--- src/rtl/id_ex_stage.sv ---
// ID/EX pipeline register with operand forwarding muxes and load-use hazard detection.
// The E registers capture decode fields; forwarding and hazard outputs are combinational.
module id_ex_stage #(
  parameter int unsigned XLEN = 32
) (
  input  logic            clk,
  input  logic            reset,
  input  logic            stall_e,
  input  logic            flush_e,
  input  logic            d_valid,
  input  logic [XLEN-1:0] d_pc,
  input  logic [XLEN-1:0] d_rs1_data,
  input  logic [XLEN-1:0] d_rs2_data,
  input  logic [XLEN-1:0] d_imm,
  input  logic [4:0]      d_rs1,
  input  logic [4:0]      d_rs2,
  input  logic [4:0]      d_rd,
  input  logic [3:0]      d_alu_control,
  input  logic [1:0]      d_alu_src_a,
  input  logic            d_alu_src_b,
  input  logic            d_reg_write,
  input  logic            d_mem_write,
  input  logic            d_branch,
  input  logic            d_jump,
  input  logic [1:0]      d_result_src,
  input  logic [4:0]      m_rd,
  input  logic            m_reg_write,
  input  logic [XLEN-1:0] m_alu_result,
  input  logic [4:0]      w_rd,
  input  logic            w_reg_write,
  input  logic [XLEN-1:0] w_result,
  output logic [XLEN-1:0] alu_a,
  output logic [XLEN-1:0] alu_b,
  output logic [3:0]      e_alu_control,
  output logic [XLEN-1:0] e_store_data,
  output logic            e_valid,
  output logic            e_reg_write,
  output logic            e_mem_write,
  output logic            e_branch,
  output logic            e_jump,
  output logic [XLEN-1:0] e_pc,
  output logic [XLEN-1:0] e_imm,
  output logic [4:0]      e_rd,
  output logic [1:0]      e_result_src,
  output logic [1:0]      fwd_a,
  output logic [1:0]      fwd_b,
  output logic            load_use_stall
);

  localparam logic [3:0] AluSum    = 4'b0000;
  localparam logic [1:0] FwdRf     = 2'b00;
  localparam logic [1:0] FwdWb     = 2'b01;
  localparam logic [1:0] FwdMem    = 2'b10;
  localparam logic [1:0] SrcARs1   = 2'b00;
  localparam logic [1:0] SrcAPc    = 2'b01;
  localparam logic [1:0] SrcAZero  = 2'b10;
  localparam logic [1:0] ResLoad   = 2'b01;

  logic            valid_q, reg_write_q, mem_write_q, branch_q, jump_q, alu_src_b_q;
  logic [4:0]      rs1_q, rs2_q, rd_q;
  logic [3:0]      alu_control_q;
  logic [1:0]      alu_src_a_q, result_src_q;
  logic [XLEN-1:0] pc_q, imm_q, rs1_data_q, rs2_data_q;
  logic [XLEN-1:0] src_a_fwd, src_b_fwd;

  // Reset and flush both load the bubble; flush overrides stall.
  always_ff @(posedge clk) begin
    if (reset || flush_e) begin
      valid_q       <= 1'b0;
      reg_write_q   <= 1'b0;
      mem_write_q   <= 1'b0;
      branch_q      <= 1'b0;
      jump_q        <= 1'b0;
      rs1_q         <= '0;
      rs2_q         <= '0;
      rd_q          <= '0;
      alu_control_q <= AluSum;
      alu_src_a_q   <= SrcAZero;
      alu_src_b_q   <= 1'b0;
      result_src_q  <= 2'b00;
      pc_q          <= '0;
      imm_q         <= '0;
      rs1_data_q    <= '0;
      rs2_data_q    <= '0;
    end else if (!stall_e) begin
      valid_q       <= d_valid;
      reg_write_q   <= d_reg_write;
      mem_write_q   <= d_mem_write;
      branch_q      <= d_branch;
      jump_q        <= d_jump;
      rs1_q         <= d_rs1;
      rs2_q         <= d_rs2;
      rd_q          <= d_rd;
      alu_control_q <= d_alu_control;
      alu_src_a_q   <= d_alu_src_a;
      alu_src_b_q   <= d_alu_src_b;
      result_src_q  <= d_result_src;
      pc_q          <= d_pc;
      imm_q         <= d_imm;
      rs1_data_q    <= d_rs1_data;
      rs2_data_q    <= d_rs2_data;
    end
  end

  // MEM is checked first so the younger result wins when both stages match.
  always_comb begin
    fwd_a = FwdRf;
    if (m_reg_write && (m_rd != 5'd0) && (m_rd == rs1_q)) begin
      fwd_a = FwdMem;
    end else if (w_reg_write && (w_rd != 5'd0) && (w_rd == rs1_q)) begin
      fwd_a = FwdWb;
    end
    fwd_b = FwdRf;
    if (m_reg_write && (m_rd != 5'd0) && (m_rd == rs2_q)) begin
      fwd_b = FwdMem;
    end else if (w_reg_write && (w_rd != 5'd0) && (w_rd == rs2_q)) begin
      fwd_b = FwdWb;
    end
  end

  always_comb begin
    src_a_fwd = rs1_data_q;
    case (fwd_a)
      FwdWb:   src_a_fwd = w_result;
      FwdMem:  src_a_fwd = m_alu_result;
      default: src_a_fwd = rs1_data_q;
    endcase
    src_b_fwd = rs2_data_q;
    case (fwd_b)
      FwdWb:   src_b_fwd = w_result;
      FwdMem:  src_b_fwd = m_alu_result;
      default: src_b_fwd = rs2_data_q;
    endcase
    alu_a = '0;
    case (alu_src_a_q)
      SrcARs1: alu_a = src_a_fwd;
      SrcAPc:  alu_a = pc_q;
      default: alu_a = '0;
    endcase
    alu_b = alu_src_b_q ? imm_q : src_b_fwd;
  end

  assign load_use_stall = valid_q && (result_src_q == ResLoad) && (rd_q != 5'd0) &&
                          ((d_rs1 == rd_q) || (d_rs2 == rd_q)) && d_valid;

  assign e_store_data  = src_b_fwd;
  assign e_alu_control = alu_control_q;
  assign e_valid       = valid_q;
  assign e_reg_write   = reg_write_q;
  assign e_mem_write   = mem_write_q;
  assign e_branch      = branch_q;
  assign e_jump        = jump_q;
  assign e_pc          = pc_q;
  assign e_imm         = imm_q;
  assign e_rd          = rd_q;
  assign e_result_src  = result_src_q;

endmodule

--- config.mk ---
export PLATFORM = sky130hd
export DESIGN_NAME = id_ex_stage
export DESIGN_NICKNAME = d
export VERILOG_FILES = /design/src/rtl/id_ex_stage.sv
export SDC_FILE = /design/constraint.sdc
export NUM_CORES = 1
export LEC_CHECK = 0
export ABC_AREA = 1
export CELL_PAD_IN_SITES_DETAIL_PLACEMENT = 0
export CELL_PAD_IN_SITES_GLOBAL_PLACEMENT = 1
export CORE_ASPECT_RATIO = 2
export CORE_MARGIN = 2
export CORE_UTILIZATION = 27
export DETAILED_ROUTE_END_ITERATION = 12
export PLACE_DENSITY_LB_ADDON = 0.12
export SLEW_MARGIN = 10
export SYNTH_ARGS = -nofsm -noshare
export SYNTH_HDL_FRONTEND = slang
export SYNTH_SLANG_ARGS = --single-unit
--- constraint.sdc ---
create_clock -name clk -period 2 [get_ports clk]
set_input_delay 0.4 -clock clk [delete_from_list [all_inputs] [get_ports clk]]
set_output_delay 0.4 -clock clk [all_outputs]
set_load 0.05 [all_outputs]
==> impl_metrics.tcl <==
set metrics [dict create \
    outcome "finished with violations" \
    failed_checks "setup timing" \
    reg2reg_from "rs1_q[1]" \
    gr-usage-met2_pct 48.9 \
    synth_warnings 0 \
    h-tree-depth 4 \
    power_per_cell_area_nw_per_um2 510 \
    worst_setup_path_end_kind "output port" \
    synth_area_leader_cell "dfxtp_1" \
    cts.hold.buffers_added 0 \
    crit_path_start "rs1_q[3]" \
    final_util_pct 58.1 \
    rows 90 \
    total_leakage_power_nw 7.59 \
    path_common_cell "nand3_1" \
    route.detailed.drc 0 \
    use_met1_pct 28.9 \
    area_delta_synth_final_pct 111 \
    stdcell_count 2158 \
    start_util_pct 27.5 \
    syn_area_um2 8300 \
    cts_tree "built" \
    hold_ws_ps 331 \
    core_um2 30200 \
    cts.reportedPaths.clkPinSlew_ps 70 \
    crit_fanout 5 \
    ant_nets 0 \
    drt_iter0_markers 456 \
    relSlewSlack_pct 62.0 \
    max_stage_delay_ps 340 \
    hold_viol 0 \
    worstMarginPinSlew_ps 572 \
    drive_gt1_share_pct 35.6 \
    grt_first_pass_wirelength_um 65000 \
    wirelength_um 44300 \
    seq_area_um2 3180 \
    insertion_delay_ps 450 \
    dp_hpwl_um 30200 \
    postSynthAreaPerCell_um2 6.44 \
    critPathBufInv 2 \
    synthArstFlopShare_pct 0 \
    synth_area_leaders "dfxtp_1, nand2_1, nand3_1, a21oi_1, nand3_2" \
    multiInputGateArea_um2 6450 \
    synth_cells 1290 \
    hold_start "d_rs1[0]" \
    dieHeight_um 252 \
    die-area_um2 32300 \
    numClockSinks 157 \
    cts_root_buf "clkbuf_16" \
    grt-ovfl-total 0 \
    port_buffers 417 \
    crit_type "flip-flop to output port" \
    grt_max_degree 97 \
    placed_cells 2072 \
    start_kind "flip-flop" \
    rsz0062_at_grt "yes" \
    cp_top_family "simple AND/OR/NAND/NOR gates" \
    finalMaxSlewViolations 0 \
    finalNetCount 2003 \
    ioPinCount 418 \
    fillers 2820 \
    combPwrFrac_pct 26.9 \
    yosysTopAreaCellShare_pct 37.8 \
    synth_cell_type_count 24 \
    die_w_um 128 \
    cp.required_ps 1600 \
    antenna_found_initial 12 \
    p_int_mw 6.11 \
    synth_seq_cells 157 \
    worstHoldPathType "primary input to flip-flop" \
    power_mw 8.94 \
    setup_viol 101 \
    power_switching_mw 2.83 \
    via_per_inst 4.87 \
    yosysMostFrequentCell "nand2_1" \
    busiest_layer "met2" \
    netSwitchingFraction_pct 31.6 \
    vias 10511 \
    drt_pass1_iterations 5 \
    routedWlPerCell_um 20.5 \
    worstPathArrival_ps 2240 \
    p_seq_share_pct 37.0 \
    clkPwrFrac_pct 36.0 \
    max_freq_mhz 378 \
    cap_violations 0 \
    cp_cell_sequence "xor2_1 -> nor2_1 -> nand3_4 -> bufbuf_16 -> nand3_1 -> nand3_1 -> nand2_1 -> nand2_2 -> buf_4" \
    place.gp.congestion 0.896 \
    dp_slack_ps -817 \
    synth.net_count 1527 \
    grt_usage_pct 26.9 \
    clock_skew_ps 0 \
    setup_ws_ps -642 \
    synth_enable_flop_cells 0 \
    netlist_top_cells_count "nand2_1, nand3_1, dfxtp_1" \
    numCtsBuffers 17 \
    grt_use_met3_pct 5.43 \
    grt_pass1_vias 10654 \
    critPathSlowestCell "dfxtp_2" \
    vdd_drop_max_v 0.000600 \
    synthFlopType "dfxtp_1" \
    cts_buffer_depth 2 \
    post-route-period-util_pct 132 \
    seq_area_frac_synth_pct 37.8 \
    period_minus_slack_ps 2640 \
]
## power groups by stage
stage / logic [mW] / clock network, mW / registers (mW)
after floorplan: 0.835 / 0 / 3.53
after global placement: 2.22 / 0 / 3.38
after detailed placement: 2.23 / 0 / 3.38
after CTS: 2.36 / 3.33 / 3.31
after global routing: 2.54 / 3.41 / 3.32
final: 2.41 / 3.22 / 3.31
## cells by family after synthesis
logic type      Yosys count  share of synthesized area [%]
flops                   157                           37.8
xor+xnor                 22                           2.32
buf+inv                 119                           6.86
simple gates            824                           42.8
compound gates          168                           10.2
## worst reg2reg max path: cells and delay by family, from the launching register on
kind,cells,cell delay [ps]
AOI/OAI and AO/OA,1,130
DFF,1,390
buffers and inverters,3,290
## metrics by stage
step	setup TNS [ps]	area, um^2
floorplan	-2630	9090
global placement	-71480	14800
detailed placement	-72400	14800
CTS	-62420	16900
global route	-66790	17500
finish	-57160	17500
## flip-flops by register name, summed over array words and instances (netlist names)
signal	count
rs2_data_q	32
e_mem_write	1
e_branch	1
alu_src_a_q	2
rs1_q	5
rs1_data_q	32
e_jump	1
alu_src_b_q	1
e_alu_control	4
e_imm	32
e_result_src	2
e_pc	32
e_valid	1
e_rd	5
e_reg_write	1
rs2_q	5
## layer usage
metal / vias to the layer above / share of wire, %
li1: 5160 / -
met1: 4857 / 35
met2: 399 / 55
met3: 91 / 5.3
met4: 4 / 4.6
met5: - / 0.065
## cells in the final DEF, fill, tap and decap left out, types with 11 or more instances in the layout
cell,n
nand2_4,57
a21oi_1,156
nand3_4,69
nor2_2,11
nand2_1,441
o21ai_0,11
dfxtp_1,142
buf_16,16
clkdlybuf4s50_1,222
clkbuf_16,21
nand2_2,93
buf_12,93
buf_4,67
inv_1,12
dlygate4sd2_1,76
diode_2,11
xor2_1,13
nand3_1,52
nand3_2,79
buf_8,21
buf_6,50
## final cells by class
cell class              count  area share [%]
clock inverters            13           0.664
diodes                     11           0.157
flip-flops and latches    157            18.1
multi-input cells        1014            36.8
well taps                 368            2.63
clock buffers              19            2.53
inverters                  22           0.614
repair buffers            554            38.5
## what timing repair did
| item | CTS | global route |
|---|---|---|
| cloned | 18 | 4 |
| buffers inserted | 18 | 6 |
| resized for setup | 348 | 106 |
| setup endpoints to repair | 167 | 101 |
| pin swaps | 47 | 73 |
## path summary, 6_finish.rpt
kind               end  slack [ps]  depth (start not counted)
max          alu_a[22]        -640                          9
min           rs1_q[0]         330                          3
max reg2reg   rs1_q[1]        1120                          4
min reg2reg   e_branch         460                          2
Power figures use the tool's default switching activity.
